<file path="src/rtl/keypad_pkg.sv">
// Shared keypad definitions: key codes, digit decode and the entry FSM encoding.
// The keypad scanner uses the same key code constants.
package keypad_pkg;

    localparam int MAX_DIGITS_DEF = 3;
    localparam int BIN_W_DEF      = 10;

    localparam logic [3:0] KEY_A     = 4'd3;
    localparam logic [3:0] KEY_ENTER = 4'd14;
    localparam logic [3:0] KEY_CLEAR = 4'd12;

    typedef enum logic [1:0] {
        ENTER_A = 2'd0,
        ENTER_B = 2'd1,
        HOLD    = 2'd2
    } entry_state_t;

    typedef struct packed {
        logic       is_digit;
        logic [3:0] value;
    } digit_t;

    // Scanner code {row,col} to decimal digit; non-digit keys return is_digit=0.
    function automatic digit_t digit_lookup(input logic [3:0] code);
        digit_t d;
        d = '{is_digit: 1'b1, value: 4'd0};
        case (code)
            4'd0:    d.value = 4'd1;
            4'd1:    d.value = 4'd2;
            4'd2:    d.value = 4'd3;
            4'd4:    d.value = 4'd4;
            4'd5:    d.value = 4'd5;
            4'd6:    d.value = 4'd6;
            4'd8:    d.value = 4'd7;
            4'd9:    d.value = 4'd8;
            4'd10:   d.value = 4'd9;
            4'd13:   d.value = 4'd0;
            default: d.is_digit = 1'b0;
        endcase
        return d;
    endfunction

endpackage

</file>
<file path="src/rtl/keypad_entry_operand_acc.sv">
// One decimal operand accumulator: BCD and binary images plus a digit count
// that saturates at MAX_DIGITS. Next-state values are exported for registered muxing.
module operand_acc
    import keypad_pkg::*;
#(
    parameter int MAX_DIGITS = MAX_DIGITS_DEF,
    parameter int BIN_W      = BIN_W_DEF,
    parameter int CNT_W      = $clog2(MAX_DIGITS + 1)
) (
    input  logic                    clk,
    input  logic                    rst_n,
    input  logic                    push_digit,
    input  logic [3:0]              digit,
    input  logic                    clear,
    output logic [4*MAX_DIGITS-1:0] bcd,
    output logic [BIN_W-1:0]        bin,
    output logic [CNT_W-1:0]        cnt,
    output logic [4*MAX_DIGITS-1:0] bcd_nxt,
    output logic [CNT_W-1:0]        cnt_nxt
);

    localparam logic [CNT_W-1:0] CNT_MAX = CNT_W'(MAX_DIGITS);

    logic [BIN_W-1:0] bin_nxt;

    always_comb begin
        bcd_nxt = bcd;
        bin_nxt = bin;
        cnt_nxt = cnt;
        if (clear) begin
            bcd_nxt = '0;
            bin_nxt = '0;
            cnt_nxt = '0;
        end else if (push_digit && (cnt < CNT_MAX)) begin
            bcd_nxt = {bcd[4*MAX_DIGITS-5:0], digit};
            // bin*10 + d without a multiplier
            bin_nxt = (bin << 3) + (bin << 1) + BIN_W'(digit);
            cnt_nxt = cnt + CNT_W'(1);
        end
    end

    always_ff @(posedge clk or negedge rst_n) begin
        if (!rst_n) begin
            bcd <= '0;
            bin <= '0;
            cnt <= '0;
        end else begin
            bcd <= bcd_nxt;
            bin <= bin_nxt;
            cnt <= cnt_nxt;
        end
    end

endmodule

</file>
<file path="src/rtl/keypad_entry.sv">
// Operand-entry controller: decodes keypad events, builds operands A and B,
// and offers the pair downstream. ops_valid/ops_ready: the pair transfers on
// any edge where both are 1; while ops_valid=1 all operand outputs are held.
module keypad_entry
    import keypad_pkg::*;
#(
    parameter int MAX_DIGITS = MAX_DIGITS_DEF,
    parameter int BIN_W      = BIN_W_DEF,
    parameter int CNT_W      = $clog2(MAX_DIGITS + 1)
) (
    input  logic                    clk,
    input  logic                    rst_n,
    input  logic                    key_pulse,
    input  logic [3:0]              key_code,
    output logic                    ops_valid,
    input  logic                    ops_ready,
    output logic [4*MAX_DIGITS-1:0] op_a_bcd,
    output logic [4*MAX_DIGITS-1:0] op_b_bcd,
    output logic [BIN_W-1:0]        op_a_bin,
    output logic [BIN_W-1:0]        op_b_bin,
    output logic [4*MAX_DIGITS-1:0] disp_bcd,
    output logic                    disp_sel,
    output logic [CNT_W-1:0]        digit_cnt,
    output logic [1:0]              fsm_state
);

    entry_state_t state, state_nxt;
    digit_t       dk;
    logic         push_a, push_b, clr;

    logic [4*MAX_DIGITS-1:0] a_bcd_nxt, b_bcd_nxt;
    logic [CNT_W-1:0]        a_cnt, b_cnt, a_cnt_nxt, b_cnt_nxt;

    always_comb begin
        dk        = digit_lookup(key_code);
        push_a    = 1'b0;
        push_b    = 1'b0;
        clr       = 1'b0;
        state_nxt = state;
        case (state)
            ENTER_A: if (key_pulse) begin
                if (dk.is_digit)              push_a = 1'b1;
                else if (key_code == KEY_A)   state_nxt = ENTER_B;
                else if (key_code == KEY_CLEAR) clr = 1'b1;
            end
            ENTER_B: if (key_pulse) begin
                if (dk.is_digit)                push_b = 1'b1;
                else if (key_code == KEY_ENTER) state_nxt = HOLD;
                else if (key_code == KEY_CLEAR) begin
                    clr       = 1'b1;
                    state_nxt = ENTER_A;
                end
            end
            // Keys are ignored here; only the handshake leaves HOLD.
            HOLD: if (ops_ready) begin
                clr       = 1'b1;
                state_nxt = ENTER_A;
            end
            default: state_nxt = ENTER_A;
        endcase
    end

    operand_acc #(.MAX_DIGITS(MAX_DIGITS), .BIN_W(BIN_W), .CNT_W(CNT_W)) u_acc_a (
        .clk        (clk),
        .rst_n      (rst_n),
        .push_digit (push_a),
        .digit      (dk.value),
        .clear      (clr),
        .bcd        (op_a_bcd),
        .bin        (op_a_bin),
        .cnt        (a_cnt),
        .bcd_nxt    (a_bcd_nxt),
        .cnt_nxt    (a_cnt_nxt)
    );

    operand_acc #(.MAX_DIGITS(MAX_DIGITS), .BIN_W(BIN_W), .CNT_W(CNT_W)) u_acc_b (
        .clk        (clk),
        .rst_n      (rst_n),
        .push_digit (push_b),
        .digit      (dk.value),
        .clear      (clr),
        .bcd        (op_b_bcd),
        .bin        (op_b_bin),
        .cnt        (b_cnt),
        .bcd_nxt    (b_bcd_nxt),
        .cnt_nxt    (b_cnt_nxt)
    );

    // Display mux is registered from next-state values so it tracks the operands with no extra lag.
    always_ff @(posedge clk or negedge rst_n) begin
        if (!rst_n) begin
            state     <= ENTER_A;
            ops_valid <= 1'b0;
            disp_bcd  <= '0;
            disp_sel  <= 1'b0;
            digit_cnt <= '0;
        end else begin
            state     <= state_nxt;
            ops_valid <= (state_nxt == HOLD);
            disp_sel  <= (state_nxt != ENTER_A);
            disp_bcd  <= (state_nxt == ENTER_A) ? a_bcd_nxt : b_bcd_nxt;
            digit_cnt <= (state_nxt == ENTER_A) ? a_cnt_nxt : b_cnt_nxt;
        end
    end

    assign fsm_state = state;

endmodule
</file>
<file path="config.mk">
export PLATFORM = sky130hd
export DESIGN_NAME = keypad_entry
export DESIGN_NICKNAME = d
export VERILOG_FILES = /design/src/rtl/keypad_pkg.sv /design/src/rtl/keypad_entry_operand_acc.sv /design/src/rtl/keypad_entry.sv
export SDC_FILE = /design/constraint.sdc
export NUM_CORES = 1
export LEC_CHECK = 0
export BUFFER_PORTS_ARGS = -buffer_cell sky130_fd_sc_hd__buf_2
export CAP_MARGIN = 0
export CORE_UTILIZATION = 40
export CTS_CLUSTER_DIAMETER = 40
export DETAILED_ROUTE_END_ITERATION = 7
export HOLD_SLACK_MARGIN = 0.02
export PLACE_DENSITY = 0.75
export SLEW_MARGIN = 20
export SYNTH_ARGS = -nofsm -noshare
export SYNTH_HDL_FRONTEND = slang
export SYNTH_SLANG_ARGS = --single-unit
export TNS_END_PERCENT = 30
</file>
<file path="constraint.sdc">
create_clock -name clk -period 2.3 [get_ports clk]
set_input_delay 0.115 -clock clk [delete_from_list [all_inputs] [get_ports clk]]
set_output_delay 0.115 -clock clk [all_outputs]
set_load 0.02 [all_outputs]
</file>
==> summary.md <==
| Metric | Value |
|---|---|
| H-Tree Level Count | 3 |
| Clk sinks | 66 |
| Routed WL per cell | 16.5 um |
| Starting Density | 41.8% |
| Mean Syn Cell Area | 11.8 um^2 |
| Core Box Area | 8300 um^2 |
| Share of layout cells above drive strength 1 | 38.3% |
| Full die area | 9050 um^2 |
| Static Leak | 0.00230 uW |
| Syn Std Cell Area | 3470 um^2 |
| CP Cell Sequence | buf_4 -> ha_1 -> ha_4 -> fa_2 -> a211oi_2 -> o21bai_1 -> a21oi_2 -> xor2_1 -> o21ai_1 |
| RePlAce Congestion | 0.826 |
| R2R setup slack | 0.08 ns |
| Synthesized net count | 336 |
| IO Count | 70 |
| Post-layout nets | 431 |
| Crit path max-delay family | adder cells |
| FF-to-FF End | u_acc_b.bin[8]$_DFFE_PN0P_ |
| Post-Route WL | 8.26 mm |
| CP Max Fanout | 4 |
| Hold Crit Class | in2reg |
| Adder-cell share of the synthesized area | 12.7% |
| Multiplexer share of the synthesized area | 4.55% |
| Sum Neg Setup Slack | 0 ns |
| Sequential Area | 1650 um^2 |
| Final period util | 96.5% |
| CTS Buffer Depth | 2 |
| Final Setup Violations | 0 |
| Hold Crit Start | ops_ready |
| Max Cap Violations | 0 |
| Xor/xnor share of the synthesized area | 4.04% |
| Die Height | 95.1 um |
| Outcome | complete, no violations |
| Reg clk slew, reported paths | 0.08 ns |
| Antenna violations before repair | 0 |
| Final min period | 2.22 ns |
| Final ANT Viol Nets | 0 |
| Post-synthesis cell count | 294 |
| Clock root buffer | clkbuf_8 |
| Via count | 2710 |
| R2R cell count | 9 |
| DP Cell Count | 481 |
| FMAX | 0.451 GHz |
| Buf+Inv Stages, Crit Path | 1 |
| Worst endpoint required time | 2.52 ns |
| Kind of critical path | reg2reg |
| Startpoint Class | flop |
| Gr ovfl total | 0 |
| Cell Rows | 33 |
| CTS tree | done |
| Seq/Total Area, Yosys | 47.6% |
| Post-DP Area | 4150 um^2 |
| Worst Hold End | ops_valid$_DFF_PN0_ |
| Pin count of the biggest net entering global routing | 41 |
| RSZ-0062 raised after global routing | true |
| Final core utilization | 53.0% |
| Vias in the first global route | 2767 |
| Library cells used by synthesis | 39 |
| CP max stage delay | 0.40 ns |
| CP max-delay cell | dfrtp_1 |
| Fillers | 728 |
| Synth warn | 0 |
| Final hold viol count | 0 |
| Main combinational cell family by area after synthesis | compound AO/OA/AOI/OAI gates |
| Crit path arrival time | 2.44 ns |
| First-pass GRT wire length | 13.4 mm |
| Cts bufs inserted | 9 |
| Drt pass-1 iters | 4 |
| Multi-input gate area in the final layout | 1810 um^2 |
| 1st-iter DRT viols | 72 |
| Post-route cell area | 4400 um^2 |
| Vias per cell | 5.43 |
| DPL Wire Length | 5.77 mm |
| Slew @ Worst Pin | 1.06 ns |
| Number of diodes | 0 |
| I/O Buffers | 69 |
| Critical Path End Type | flop |
| Final std cells w/o fill | 499 |
| Worst-Skew Late Latency | 0.35 ns |
| P&R area growth vs syn | 26.8% |
| GRT Util Overall | 19.6% |
| Maximum vdd drop | 0.728 mV |
| Compound-Gate Fraction of Synth Area | 19.2% |
| Reg-to-Reg Start | u_acc_b.bin[0]$_DFFE_PN0P_ |
| Setup Skew | 0.00906 ns |
| Pwr Density | 1340 nW/um^2 |
| Post-Synth Simple-Gate Area | 8.55% |
| #FFs+latches synth | 66 |
| Slew Viols, Final | 0 |
| Slew HR | 28.9% |
| Worst hold path depth | 3 |
| DIE WIDTH | 95.1 um |
| Number of remaining DRC errors | 0 |
kinds of logic after synthesis:
family / after synthesis
AO/OA/AOI/OAI: 94
flip-flops: 66
AND/OR/NAND/NOR: 52
adder cells (fa/ha/maj): 34
buffers and inverters: 18
XOR/XNOR: 16
multiplexers: 14
Yosys cell counts (all sizes together):
cell type / n / share of area [%]
nor2: 4 / 0.58
xor2: 9 / 2.3
nand3b: 2 / 0.43
or2: 1 / 0.18
o2bb2ai: 4 / 1.0
nand2: 25 / 2.7
o21ai: 27 / 3.9
fa: 2 / 1.2
nand4b: 1 / 0.25
inv: 4 / 0.43
ha: 32 / 12
a21oi: 8 / 1.2
and3b: 1 / 0.25
buf: 11 / 2.6
o22ai: 1 / 0.18
a22o: 26 / 6.6
o22a: 2 / 0.51
a211oi: 8 / 1.7
a311o: 1 / 0.29
clkbuf: 3 / 0.32
xnor2: 7 / 1.8
o21bai: 6 / 1.3
nor4: 2 / 1.2
dfrtp: 66 / 48
and2: 1 / 0.18
o41ai: 1 / 0.47
nor3: 4 / 0.58
or4: 2 / 0.43
a21o: 6 / 1.3
or4b: 1 / 0.29
nand2b: 7 / 1.3
a31o: 1 / 0.25
o21a: 1 / 0.22
mux2: 14 / 4.5
and3: 1 / 0.18
a31oi: 2 / 0.36
area by class of cell:
cell class | count | share of cell area [%]
Clock buffer | 10 | 3.13
Clock inverter | 6 | 1.45
Inverter | 4 | 0.341
Multi-Input combinational cell | 210 | 41.1
Sequential cell | 66 | 37.6
Tap cell | 105 | 2.99
Timing Repair Buffer | 98 | 13.4
through the flow:
| stage | setup WS [ns] | hold slack [ns] | total power (uW) |
|---|---|---|---|
| after floorplan | -0.00306 | -0.181 | 3910 |
| after global placement | -0.109 | 0.165 | 4780 |
| after detailed placement | -0.137 | 0.171 | 4870 |
| after CTS | 0.0216 | 0.100 | 5910 |
| after global routing | -0.0532 | 0.127 | 6350 |
| final | 0.0805 | 0.110 | 5910 |
how the worst max path moves through the flow:
stage | cells past startpoint | start | slack (ns) | endpoint
final | 9 | u_acc_b.bin[0]$_DFFE_PN0P_ | 0.08 | u_acc_b.bin[8]$_DFFE_PN0P_
after global routing | 8 | u_acc_b.bin[0]$_DFFE_PN0P_ | -0.05 | u_acc_b.bin[9]$_DFFE_PN0P_
after CTS | 9 | u_acc_a.bin[0]$_DFFE_PN0P_ | 0.02 | u_acc_a.bin[8]$_DFFE_PN0P_
after detailed placement | 13 | key_code[3] | -0.14 | u_acc_b.bin[8]$_DFFE_PN0P_
after global placement | 13 | key_code[3] | -0.11 | u_acc_b.bin[8]$_DFFE_PN0P_
after floorplan | 12 | key_code[1] | -0.003 | u_acc_b.bin[8]$_DFFE_PN0P_
registers in the layout, indices dropped and copies added (netlist names):
signal / cells
digit_cnt: 2
disp_bcd: 12
disp_sel: 1
fsm_state: 2
ops_valid: 1
u_acc_a.bcd: 12
u_acc_a.bin: 10
u_acc_a.cnt: 2
u_acc_b.bcd: 12
u_acc_b.bin: 10
u_acc_b.cnt: 2
repair_timing:
action	4_1_cts	5_1_grt
resized for setup	0	5
endpoints found under the setup margin	0	7
hold buffers	1	0
endpoints found under the hold margin	26	0
setup buffers	0	1
worst reg2reg max path, delay by kind of cell (launching register included):
family	cells	cell delay (ns)
XOR/XNOR	1	0.14
AO/OA/AOI/OAI	4	0.58
buffers and inverters	1	0.16
adder cells (fa/ha/maj)	3	0.80
flip-flops	1	0.40
power breakdown:
part	leakage [uW]	switching, uW	total, uW	internal, uW
Clock	0.0000987	482	1010	530
Combinational	0.00133	1680	2980	1300
Sequential	0.000873	337	1920	1580
metal layers:
metal  part of all wire (%)  vias up  track usage, %  wire length (um)
met5                      0        -               0                 0
met4                   0.87        0            4.80                72
met3                    5.4        6            6.06               449
met2                     49       70            32.9              4020
met1                     45     1355            24.5              3710
li1                       -     1279               -                 -
cell usage in the layout, fill, tap and decap left out, types with 5 or more instances in the layout:
master	count
buf_2	69
dfrtp_1	66
a22o_1	26
ha_1	26
buf_4	26
nand2_1	25
o21ai_0	24
mux2_2	14
clkbuf_8	10
xor2_1	9
xnor2_1	7
nand2b_1	6
a21oi_1	6
a21o_1	6
o21bai_1	6
ha_4	5
Note: power is estimated with default switching activity, not from simulation.
